[config.mk]
export PLATFORM = sky130hd
export DESIGN_NAME = compara_tiros_e_asteroides
export DESIGN_NICKNAME = d
export VERILOG_FILES = /design/src/rtl/compara_tiros_e_asteroides_pkg.sv /design/src/rtl/compara_tiros_e_asteroides_fd.sv /design/src/rtl/compara_tiros_e_asteroides_uc.sv /design/src/rtl/compara_tiros_e_asteroides.sv
export SDC_FILE = /design/constraint.sdc
export NUM_CORES = 1
export LEC_CHECK = 0
export BUFFER_PORTS_ARGS = -buffer_cell sky130_fd_sc_hd__buf_2
export CORE_ASPECT_RATIO = 1.5
export CORE_UTILIZATION = 50
export CTS_CLUSTER_SIZE = 10
export DETAILED_ROUTE_END_ITERATION = 8
export GPL_ROUTABILITY_DRIVEN = 1
export GPL_TIMING_DRIVEN = 0
export PLACE_DENSITY_LB_ADDON = 0.08
export SLEW_MARGIN = 10
export SYNTH_ARGS = -nofsm -noshare
export SYNTH_HDL_FRONTEND = slang
export SYNTH_SLANG_ARGS = --single-unit
[constraint.sdc]
create_clock -name i_clock -period 3.2 [get_ports i_clock]
set_input_delay 0.96 -clock i_clock [delete_from_list [all_inputs] [get_ports i_clock]]
set_output_delay 0.96 -clock i_clock [all_outputs]
set_load 0.03 [all_outputs]
[src/rtl/compara_tiros_e_asteroides_pkg.sv]
// Shared encodings for the asteroid/shot comparison unit: FSM state codes and RAM word layouts.
// Asteroid word = {loaded, destruido, x, y}; shot word = {loaded, x, y}; y occupies the low bits.
package compara_tiros_e_asteroides_pkg;

  localparam int N_ASTEROIDES_DEF = 16;
  localparam int N_TIROS_DEF      = 4;
  localparam int COORD_W_DEF      = 4;
  localparam int ESTADO_W         = 5;

  typedef enum logic [ESTADO_W-1:0] {
    INICIO     = 5'd0,
    ESPERA     = 5'd1,
    ZERA_AST   = 5'd2,
    LE_AST     = 5'd3,
    AVALIA_AST = 5'd4,
    ZERA_TIRO  = 5'd5,
    LE_TIRO    = 5'd6,
    COMPARA    = 5'd7,
    DESTROI    = 5'd8,
    PROX_TIRO  = 5'd9,
    PROX_AST   = 5'd10,
    FIM        = 5'd11
  } estado_t;

  function automatic int ast_w(input int cw);
    return 2 + 2 * cw;
  endfunction

  function automatic int tiro_w(input int cw);
    return 1 + 2 * cw;
  endfunction

  function automatic int pos_w(input int cw);
    return 2 * cw;
  endfunction

  function automatic int ast_loaded_bit(input int cw);
    return 2 * cw + 1;
  endfunction

  function automatic int ast_destruido_bit(input int cw);
    return 2 * cw;
  endfunction

  function automatic int tiro_loaded_bit(input int cw);
    return 2 * cw;
  endfunction

  function automatic int x_lsb(input int cw);
    return cw;
  endfunction

endpackage

[src/rtl/compara_tiros_e_asteroides_fd.sv]
// Datapath: asteroid/shot counters (RAM addresses), asteroid position latch, match compare, write data.
module fd_compara_tiros_e_asteroides
  import compara_tiros_e_asteroides_pkg::*;
#(
  parameter  int N_ASTEROIDES = N_ASTEROIDES_DEF,
  parameter  int N_TIROS      = N_TIROS_DEF,
  parameter  int COORD_W      = COORD_W_DEF,
  localparam int AA_W         = $clog2(N_ASTEROIDES),
  localparam int AT_W         = $clog2(N_TIROS),
  localparam int AST_W        = ast_w(COORD_W),
  localparam int TIRO_W       = tiro_w(COORD_W),
  localparam int POS_W        = pos_w(COORD_W)
) (
  input  logic              i_clock,
  input  logic              i_reset,
  input  logic              i_zera_ia,
  input  logic              i_conta_ia,
  input  logic              i_carrega_ast,
  input  logic              i_zera_it,
  input  logic              i_conta_it,
  input  logic              i_destroi,
  input  logic [AST_W-1:0]  i_dados_asteroide,
  input  logic [TIRO_W-1:0] i_dados_tiro,
  output logic [AA_W-1:0]   o_endereco_asteroide,
  output logic [AT_W-1:0]   o_endereco_tiro,
  output logic [AST_W-1:0]  o_dado_escrita_asteroide,
  output logic [TIRO_W-1:0] o_dado_escrita_tiro,
  output logic              o_ultimo_ast,
  output logic              o_ultimo_tiro,
  output logic              o_ast_vivo,
  output logic              o_acerto
);

  localparam int A_LOADED    = ast_loaded_bit(COORD_W);
  localparam int A_DESTRUIDO = ast_destruido_bit(COORD_W);
  localparam int T_LOADED    = tiro_loaded_bit(COORD_W);

  logic [AA_W-1:0]  r_ia;
  logic [AT_W-1:0]  r_it;
  logic [POS_W-1:0] r_pos_ast;
  logic [POS_W-1:0] w_pos_tiro;

  always_ff @(posedge i_clock) begin
    if (i_reset) begin
      r_ia      <= '0;
      r_it      <= '0;
      r_pos_ast <= '0;
    end else begin
      if (i_zera_ia)
        r_ia <= '0;
      else if (i_conta_ia)
        r_ia <= r_ia + 1'b1;
      if (i_zera_it)
        r_it <= '0;
      else if (i_conta_it)
        r_it <= r_it + 1'b1;
      if (i_carrega_ast)
        r_pos_ast <= i_dados_asteroide[POS_W-1:0];
    end
  end

  assign w_pos_tiro    = i_dados_tiro[POS_W-1:0];

  assign o_ultimo_ast  = (r_ia == AA_W'(N_ASTEROIDES - 1));
  assign o_ultimo_tiro = (r_it == AT_W'(N_TIROS - 1));

  // Liveness is judged on the word arriving this cycle, the same word being latched.
  assign o_ast_vivo    = i_dados_asteroide[A_LOADED] && !i_dados_asteroide[A_DESTRUIDO];
  assign o_acerto      = i_dados_tiro[T_LOADED] && (w_pos_tiro == r_pos_ast);

  assign o_endereco_asteroide = r_ia;
  assign o_endereco_tiro      = r_it;

  // Write data is held at zero outside DESTROI so idle outputs stay quiet.
  assign o_dado_escrita_asteroide = i_destroi ? {1'b0, 1'b1, r_pos_ast} : '0;
  assign o_dado_escrita_tiro      = i_destroi ? {1'b0, w_pos_tiro} : '0;

endmodule

[src/rtl/compara_tiros_e_asteroides_uc.sv]
// Control unit: sequences the asteroid x shot scan and drives the registered port strobes.
//   state      | meaning
//   INICIO     | post-reset, idle
//   ESPERA     | wait for start request
//   ZERA_AST   | clear asteroid counter
//   LE_AST     | asteroid address presented to RAM
//   AVALIA_AST | latch asteroid, decide if it is alive
//   ZERA_TIRO  | clear shot counter
//   LE_TIRO    | shot address presented to RAM
//   COMPARA    | compare shot against latched asteroid
//   DESTROI    | write both RAMs, score pulse
//   PROX_TIRO  | advance shot or give up on asteroid
//   PROX_AST   | advance asteroid or finish
//   FIM        | done pulse
module uc_compara_tiros_e_asteroides
  import compara_tiros_e_asteroides_pkg::*;
(
  input  logic                i_clock,
  input  logic                i_reset,
  input  logic                i_iniciar,
  input  logic                i_ultimo_ast,
  input  logic                i_ultimo_tiro,
  input  logic                i_ast_vivo,
  input  logic                i_acerto,
  output logic                o_zera_ia,
  output logic                o_conta_ia,
  output logic                o_carrega_ast,
  output logic                o_zera_it,
  output logic                o_conta_it,
  output logic                o_destroi,
  output logic                o_we_asteroide,
  output logic                o_we_tiro,
  output logic                o_pulso_acerto,
  output logic                o_ocupado,
  output logic                o_fim,
  output logic [ESTADO_W-1:0] o_db_estado
);

  estado_t             r_estado;
  estado_t             w_prox;
  logic [ESTADO_W-1:0] w_db;
  logic                r_we_asteroide;
  logic                r_we_tiro;
  logic                r_pulso_acerto;
  logic                r_ocupado;
  logic                r_fim;

  always_comb begin
    w_prox = INICIO;
    w_db   = r_estado;
    case (r_estado)
      INICIO:     w_prox = ESPERA;
      ESPERA:     w_prox = i_iniciar ? ZERA_AST : ESPERA;
      ZERA_AST:   w_prox = LE_AST;
      LE_AST:     w_prox = AVALIA_AST;
      AVALIA_AST: w_prox = i_ast_vivo ? ZERA_TIRO : PROX_AST;
      ZERA_TIRO:  w_prox = LE_TIRO;
      LE_TIRO:    w_prox = COMPARA;
      COMPARA:    w_prox = i_acerto ? DESTROI : PROX_TIRO;
      DESTROI:    w_prox = PROX_AST;
      PROX_TIRO:  w_prox = i_ultimo_tiro ? PROX_AST : LE_TIRO;
      PROX_AST:   w_prox = i_ultimo_ast ? FIM : LE_AST;
      FIM:        w_prox = ESPERA;
      default: begin
        w_prox = INICIO;
        w_db   = '0;
      end
    endcase
  end

  // Port strobes are registered from the next state so they line up with the state they belong to.
  always_ff @(posedge i_clock) begin
    if (i_reset) begin
      r_estado       <= INICIO;
      r_we_asteroide <= 1'b0;
      r_we_tiro      <= 1'b0;
      r_pulso_acerto <= 1'b0;
      r_ocupado      <= 1'b0;
      r_fim          <= 1'b0;
    end else begin
      r_estado       <= w_prox;
      r_we_asteroide <= (w_prox == DESTROI);
      r_we_tiro      <= (w_prox == DESTROI);
      r_pulso_acerto <= (w_prox == DESTROI);
      r_ocupado      <= (w_prox != INICIO) && (w_prox != ESPERA);
      r_fim          <= (w_prox == FIM);
    end
  end

  // Datapath controls are decoded straight from the current state; end tests are equality compares.
  assign o_zera_ia      = (r_estado == ZERA_AST);
  assign o_conta_ia     = (r_estado == PROX_AST) && !i_ultimo_ast;
  assign o_carrega_ast  = (r_estado == AVALIA_AST);
  assign o_zera_it      = (r_estado == ZERA_TIRO);
  assign o_conta_it     = (r_estado == PROX_TIRO) && !i_ultimo_tiro;
  assign o_destroi      = (r_estado == DESTROI);

  assign o_we_asteroide = r_we_asteroide;
  assign o_we_tiro      = r_we_tiro;
  assign o_pulso_acerto = r_pulso_acerto;
  assign o_ocupado      = r_ocupado;
  assign o_fim          = r_fim;
  assign o_db_estado    = w_db;

endmodule

[src/rtl/compara_tiros_e_asteroides.sv]
// Top level: scans all asteroids against all shots, destroying matches and unloading the shot used.
module compara_tiros_e_asteroides
  import compara_tiros_e_asteroides_pkg::*;
#(
  parameter  int N_ASTEROIDES = N_ASTEROIDES_DEF,
  parameter  int N_TIROS      = N_TIROS_DEF,
  parameter  int COORD_W      = COORD_W_DEF,
  localparam int AA_W         = $clog2(N_ASTEROIDES),
  localparam int AT_W         = $clog2(N_TIROS),
  localparam int AST_W        = ast_w(COORD_W),
  localparam int TIRO_W       = tiro_w(COORD_W)
) (
  input  logic                i_clock,
  input  logic                i_reset,
  input  logic                i_iniciar_compara_tiros_e_asteroides,
  input  logic [AST_W-1:0]    i_dados_asteroide,
  input  logic [TIRO_W-1:0]   i_dados_tiro,
  output logic [AA_W-1:0]     o_endereco_asteroide,
  output logic [AT_W-1:0]     o_endereco_tiro,
  output logic                o_we_asteroide,
  output logic [AST_W-1:0]    o_dado_escrita_asteroide,
  output logic                o_we_tiro,
  output logic [TIRO_W-1:0]   o_dado_escrita_tiro,
  output logic                o_pulso_acerto,
  output logic                o_ocupado,
  output logic                o_fim_compara_tiros_e_asteroides,
  output logic [ESTADO_W-1:0] o_db_estado_compara_tiros_e_asteroides
);

  logic w_zera_ia;
  logic w_conta_ia;
  logic w_carrega_ast;
  logic w_zera_it;
  logic w_conta_it;
  logic w_destroi;
  logic w_ultimo_ast;
  logic w_ultimo_tiro;
  logic w_ast_vivo;
  logic w_acerto;

  uc_compara_tiros_e_asteroides u_uc (
    .i_clock        (i_clock),
    .i_reset        (i_reset),
    .i_iniciar      (i_iniciar_compara_tiros_e_asteroides),
    .i_ultimo_ast   (w_ultimo_ast),
    .i_ultimo_tiro  (w_ultimo_tiro),
    .i_ast_vivo     (w_ast_vivo),
    .i_acerto       (w_acerto),
    .o_zera_ia      (w_zera_ia),
    .o_conta_ia     (w_conta_ia),
    .o_carrega_ast  (w_carrega_ast),
    .o_zera_it      (w_zera_it),
    .o_conta_it     (w_conta_it),
    .o_destroi      (w_destroi),
    .o_we_asteroide (o_we_asteroide),
    .o_we_tiro      (o_we_tiro),
    .o_pulso_acerto (o_pulso_acerto),
    .o_ocupado      (o_ocupado),
    .o_fim          (o_fim_compara_tiros_e_asteroides),
    .o_db_estado    (o_db_estado_compara_tiros_e_asteroides)
  );

  fd_compara_tiros_e_asteroides #(
    .N_ASTEROIDES (N_ASTEROIDES),
    .N_TIROS      (N_TIROS),
    .COORD_W      (COORD_W)
  ) u_fd (
    .i_clock                  (i_clock),
    .i_reset                  (i_reset),
    .i_zera_ia                (w_zera_ia),
    .i_conta_ia               (w_conta_ia),
    .i_carrega_ast            (w_carrega_ast),
    .i_zera_it                (w_zera_it),
    .i_conta_it               (w_conta_it),
    .i_destroi                (w_destroi),
    .i_dados_asteroide        (i_dados_asteroide),
    .i_dados_tiro             (i_dados_tiro),
    .o_endereco_asteroide     (o_endereco_asteroide),
    .o_endereco_tiro          (o_endereco_tiro),
    .o_dado_escrita_asteroide (o_dado_escrita_asteroide),
    .o_dado_escrita_tiro      (o_dado_escrita_tiro),
    .o_ultimo_ast             (w_ultimo_ast),
    .o_ultimo_tiro            (w_ultimo_tiro),
    .o_ast_vivo               (w_ast_vivo),
    .o_acerto                 (w_acerto)
  );

endmodule

==> results of run 1 <==
power breakdown:
| group | switching, mW | internal (mW) | total, mW |
|---|---|---|---|
| sequential | 0.00887 | 0.274 | 0.283 |
| clock | 0.0876 | 0.0470 | 0.135 |
| combinational | 0.104 | 0.0637 | 0.167 |
| total | 0.200 | 0.385 | 0.585 |
per-layer routing:
metal | vias up | part of all wire | wire (um) | track usage
met4 | 0 | 0.022 | 63 | 0.105
met2 | 46 | 0.56 | 1570 | 0.466
met1 | 563 | 0.37 | 1050 | 0.210
li1 | 635 | - | - | -
met3 | 5 | 0.048 | 136 | 0.0229
met5 | - | 0 | 0 | 0
flip-flops by register name, summed over array words and instances, names as in the netlist:
name                       flops
u_uc.o_ocupado                 1
u_uc.r_estado                  4
u_uc.o_we_asteroide            1
u_fd.o_endereco_asteroide      4
u_fd.r_pos_ast                 8
u_uc.o_fim                     1
u_fd.o_endereco_tiro           2
cell families after synthesis:
group | after synthesis | share of synthesized area
and+or+nand+nor | 82 | 0.362
AOI/OAI and AO/OA | 25 | 0.117
DFF | 21 | 0.335
adders and majority gates | 2 | 0.0199
buffers and inverters | 17 | 0.0857
other | 1 | 0.00299
xor gates and xnor gates | 10 | 0.0698
muxes | 1 | 0.00798
stage by stage:
| step | cells | instance area, sq um | utilization |
|---|---|---|---|
| final | 241 | 1590 | 0.687 |
| after global routing | 241 | 1590 | 0.687 |
| after CTS | 241 | 1580 | 0.685 |
| after detailed placement | 237 | 1560 | 0.673 |
| after global placement | 237 | 1560 | 0.673 |
| after floorplan | 161 | 1260 | - |
final timing paths:
check	slack (ns)	cells past startpoint	startpoint	endpoint
max reg2reg	1.60	6	u_uc.r_estado[1]	u_uc.o_ocupado
min reg2reg	0.49	2	u_fd.r_pos_ast[0]	u_fd.r_pos_ast[0]
max	0.37	5	u_uc.r_estado[1]	o_dado_escrita_asteroide[5]
min	0.49	2	u_fd.r_pos_ast[0]	u_fd.r_pos_ast[0]
critical path, stage by stage (launching register included):
cell and delay (ns):
dfxtp_1 0.38, buf_4 0.20, nor3_2 0.38, buf_2 0.26
and2_1 0.14, buf_2 0.19
cell usage after synthesis (2+ instances only):
cell / number
o21ai_1: 2
a21oi_1: 14
buf_2: 2
or3_1: 2
o21ai_0: 2
nor2b_1: 2
dfxtp_1: 21
xor2_1: 9
nor2_1: 8
ha_1: 2
and2_1: 18
buf_6: 2
nand3_1: 4
nand2_1: 26
nand2b_1: 5
o21a_1: 2
inv_1: 5
buf_4: 7
nor3_1: 6
cells in the final DEF, fill, tap and decap left out, types with 2 or more instances in the layout:
cell type / synthesis / layout
nor3_2: 1 / 2
nand2b_1: 5 / 5
nand3_1: 4 / 4
ha_1: 2 / 2
inv_1: 5 / 5
dfxtp_1: 21 / 21
clkbuf_4: 0 / 3
o21ai_1: 2 / 2
o21ai_0: 2 / 2
buf_6: 2 / 2
and2_1: 18 / 18
nor3_1: 6 / 5
buf_2: 2 / 55
or3_1: 2 / 2
o21a_1: 2 / 2
conb_1: 1 / 3
buf_4: 7 / 7
nor2b_1: 2 / 2
xor2_1: 9 / 9
a21oi_1: 14 / 14
nand2_1: 26 / 26
nor2_1: 8 / 8
layout make-up:
type                       count  area, sq um  share of cell area
multi-input combinational    123          739               0.465
buffer                        12         88.8              0.0559
inverter                       5         18.8              0.0118
timing repair buffer          53          265               0.167
clock buffer                   3         22.5              0.0142
clock inverter                 1         5.00             0.00315
tap                           23         28.8              0.0181
sequential                    21          420               0.265
repair_timing:
action | 4_1_cts | 5_1_grt
gates resized for setup | 0 | 1
endpoints found under the setup margin | 0 | 10
hold endpoints to repair | 0 | 0
==> impl_metrics.csv, run 1 <==
group,metric,value,unit
pwr,power.total,0.585,mW
sta,tightest_slew,0.517,ns
hold_path,hold_path.class,"reg2reg",
clocking,hold_buffers,0,
critical_path,path_class,"reg2out",
placed_design,dpl.hpwl,2270,um
placed_design,io_buffers,53,
logic_synthesis,synth-async-reset-ratio,0,
floorplan,die_w,42.9,um
sta,relSlewSlack,0.652,
global_routing,grt_usage,0.229,
clocking,cts_buffers,3,
critical_path,required,2.24,ns
sta,drv_slew,0,
sta,fin_crit,2.83,ns
run_status,status,"finished clean",
finish,area_delta_synth_final,26.6,%
clocking,cts.sinks,21,
drt,detail_route.vias_per_cell,5.18,
pwr,power.density,368,nW/um^2
drt,wire_per_inst,11.7,um
sta,hold_violations,0,
global_routing,grt_pass1_vias,1218,
floorplan,dieArea,2720,sq um
placed_design,pre_cts_ws,0.482,ns
pwr,p_leak,0.813,nW
critical_path,cp.arrival,1.87,ns
logic_synthesis,ys_seq_elements,21,
sta,min_period_over_period,0.885,
logic_synthesis,synth.cell_area,1250,sq um
sta,setup_violations,0,
drt,drt_wl_total,2810,um
critical_path,crit_fanout,10,
clocking,postCtsSetupBuffers,0,
clocking,clk_pin_slew,0.12,ns
drt,drcViolationCount,0,
flow_run,maxCapViolCount,0,
logic_synthesis,ys_seq_area_frac,0.335,
global_routing,grt_pass1_wl,4860,um
finish,final_nets,243,
clocking,tritoncts,"done",
pwr,peakVddDrop,0.271,mV
logic_synthesis,yosys_warnings,0,
finish,fillCellCount,203,
logic_synthesis,ys_dominant_reg_cell,"dfxtp_1",
sta,hold_ws,0.488,ns
logic_synthesis,synth_edf_count,0,
drt,firstDrtPassIters,4,
sta,skew,0.00316,ns
logic_synthesis,ys_types,39,
drt,ant_nets,0,
sta,final.setup.worst_slack,0.368,ns
sta,rsz0062_at_grt,"false",
floorplan,io_pins,57,
logic_synthesis,ys_top_cells_by_area,"dfxtp_1, and2_1, nand2_1, xor2_1, a21oi_1",
sta,tns,0,ns
global_routing,antenna_found_initial,0,
logic_synthesis,yosysTopAreaCellShare,0.335,
floorplan,rows,21,
floorplan,die_h,63.4,um
floorplan,core,2310,sq um
floorplan,start_util,0.543,
placed_design,routabilityCongestion,0.888,
global_routing,overflow,0,
drt,vias,1249,
logic_synthesis,avgSynthCellArea,7.89,sq um
sta,fmax,353,MHz
critical_path,worst_setup_path_end_kind,"output port",
clocking,cts_root_buffer,"clkbuf_4",
finish,diodes,0,
critical_path,critPathLaunchType,"flop",
logic_synthesis,postSynthCellCount,159,
global_routing,grt_start_max_net_pins,13,
clocking,cts_buffer_depth,2,
clocking,cts_max_level,1,
drt,drt_iter0_drc,20,
logic_synthesis,yosys.area.top_type,"dfxtp_1",
clocking,clk_latency,0.32,ns
finish,drive_above_1_share,0.339,
No activity file was read; power rests on OpenSTA's default activity.
==> inputs of run 2 (changes only) <==
--- a/config.mk
+++ b/config.mk
@@ -8,6 +8,7 @@
 export BUFFER_PORTS_ARGS = -buffer_cell sky130_fd_sc_hd__buf_2
 export CORE_ASPECT_RATIO = 1.5
 export CORE_UTILIZATION = 50
+export CTS_CLUSTER_DIAMETER = 60
 export CTS_CLUSTER_SIZE = 10
 export DETAILED_ROUTE_END_ITERATION = 8
 export GPL_ROUTABILITY_DRIVEN = 1
==> constraint.sdc (replaced) <==
create_clock -name i_clock -period 3.2 [get_ports i_clock]
set_input_delay 0.16 -clock i_clock [delete_from_list [all_inputs] [get_ports i_clock]]
set_output_delay 0.16 -clock i_clock [all_outputs]
set_load 0.03 [all_outputs]
==> run 2 against run 1 <==
Against the previous run:
- clock skew about the same
- sequential share of layout area increased by 0.084 points
- setup slack improved by 0.57 ns
- register-to-register slack about the same
- die area unchanged
- final cell count unchanged
- routed wire length increased by 1.1%
- combinational power about the same
- count of clock-buffer cells in the layout unchanged
- total power about the same
- first-iteration DRC count decreased by 25%
- highest routed layer unchanged
==> impl_metrics.csv, run 2 (synthesis gave the netlist of run 1 again) <==
group,metric,value,unit
drt,ant_nets,0,
run_status,status,"finished clean",
clocking,cts_buffers,3,
drt,drt_wl_total,2840,um
critical_path,cp_slowest_cell,"nor3_1",
floorplan,rows,21,
sta,min_period_over_period,0.707,
finish,final_common_cell,"buf_2",
finish,layout_common_cells,"buf_2, nand2_1, dfxtp_1",
sta,hold_violations,0,
global_routing,grt_pass1_wl,4860,um
sta,drv_slew,0,
critical_path,crit_fanout,10,
finish,final_cell_count_no_fill,241,
sta,relSlewSlack,0.547,
clocking,cts-resized-gates,0,
placed_design,routabilityCongestion,0.888,
flow_run,maxCapViolCount,0,
global_routing,grt_pass1_vias,1218,
critical_path,cpPeakStageDelay,0.53,ns
drt,wire_per_inst,11.8,um
pwr,p_leak,0.810,nW
sta,tns,0,ns
drt,drt_iter0_drc,15,
placed_design,io_buffers,53,
pwr,peakVddDrop,0.271,mV
pwr,power.total,0.585,mW
finish,largest_reg_flops,8,
sta,fin_crit,2.26,ns
finish,top_register,"u_fd.r_pos_ast",
floorplan,die_w,42.9,um
hold_path,worstHoldStart,"i_dados_asteroide[2]",
global_routing,grt_usage,0.229,
drt,drcViolationCount,0,
sta,fmax,442,MHz
finish,final_nets,243,
clocking,cts.sinks,21,
critical_path,reg2reg_setup_slack,1.60,ns
hold_path,hold_path.class,"in2reg",
critical_path,worstRegToRegCells,6,
clocking,clk_latency,0.32,ns
critical_path,critPathLaunchType,"flop",
sta,tightest_slew,0.674,ns
drt,firstDrtPassIters,4,
pwr,power.density,369,nW/um^2
floorplan,dieArea,2720,sq um
sta,skew,0.00308,ns
sta,setup_violations,0,
global_routing,overflow,0,
clocking,tritoncts,"done",
sta,rsz0062_at_grt,"false",
placed_design,dpl.hpwl,2270,um
critical_path,r2r-start,"u_uc.r_estado[1]",
floorplan,io_pins,57,
drt,vias,1260,
clocking,cts_max_level,1,
floorplan,core,2310,sq um
finish,drive_above_1_share,0.335,
hold_path,min_to,"u_fd.r_pos_ast[2]",
clocking,clk_pin_slew,0.12,ns
global_routing,grt_start_max_net_pins,13,
placed_design,placed_cells,237,
critical_path,worst_setup_path_end_kind,"output port",
clocking,cts_root_buffer,"clkbuf_4",
critical_path,required,3.04,ns
drt,detail_route.vias_per_cell,5.23,
critical_path,cp_common_cell,"buf_2",
sta,hold_ws,0.0612,ns
clocking,cts_buffer_depth,2,
critical_path,path_cells,"buf_6 > nand2b_4 > nor3_1 > buf_2 > and2_1 > buf_2",
finish,finish.utilization,0.685,
finish,area_delta_synth_final,26.2,%
clocking,hold_buffers,0,
floorplan,die_h,63.4,um
global_routing,antenna_found_initial,0,
finish,diodes,0,
critical_path,cp.arrival,2.10,ns
critical_path,path_class,"reg2out",
clocking,postCtsSetupBuffers,0,
floorplan,start_util,0.543,
hold_path,hold_depth,3,
critical_path,r2r-end,"u_uc.o_ocupado",
## run 2: worst max-delay path: cells and delay by family, from the launching register on
kind / cells / cell delay, ns
buffers and inverters: 3 / 0.62
flip-flops: 1 / 0.33
AND/OR/NAND/NOR: 3 / 0.83
## run 2: metrics by stage
stage | cell area (sq um) | setup slack, ns
after detailed placement | 1560 | 1.28
after CTS | 1580 | 0.913
after global placement | 1560 | 1.38
after floorplan | 1260 | 1.62
final | 1580 | 0.937
after global routing | 1580 | 0.746
## run 2: layout make-up
| class | count | area [sq um] |
|---|---|---|
| Multi-Input combinational cell | 123 | 734 |
| Fill cell | 201 | 728 |
| Sequential cell | 21 | 420 |
| Timing Repair Buffer | 53 | 265 |
| Buffer | 12 | 88.8 |
| Tap cell | 23 | 28.8 |
| Clock buffer | 3 | 22.5 |
| Inverter | 5 | 18.8 |
| Clock inverter | 1 | 5.00 |
## run 2: where the power goes
| part | internal, mW | switching [mW] | leakage [nW] |
|---|---|---|---|
| logic | 0.0636 | 0.104 | 0.623 |
| registers | 0.274 | 0.00875 | 0.170 |
| clock network | 0.0469 | 0.0875 | 0.0177 |
| total | 0.385 | 0.200 | 0.810 |
## run 2: worst max-delay path by stage
stage                             endpoint  slack [ns]              from
4_1_cts        o_dado_escrita_asteroide[5]        0.91  u_uc.r_estado[2]
3_3_place_gp   o_dado_escrita_asteroide[7]        1.38  u_uc.r_estado[2]
3_5_place_dp   o_dado_escrita_asteroide[5]        1.28  u_uc.r_estado[2]
2_1_floorplan  o_dado_escrita_asteroide[0]        1.62  u_uc.r_estado[2]
6_report       o_dado_escrita_asteroide[5]        0.94  u_uc.r_estado[2]
5_1_grt        o_dado_escrita_asteroide[5]        0.75  u_uc.r_estado[2]
## run 2: per-layer routing
layer / GRT usage / part of all wire
met2: 0.466 / 0.55
met5: 0 / 0
met4: 0.105 / 0.022
met1: 0.210 / 0.37
met3: 0.0229 / 0.055
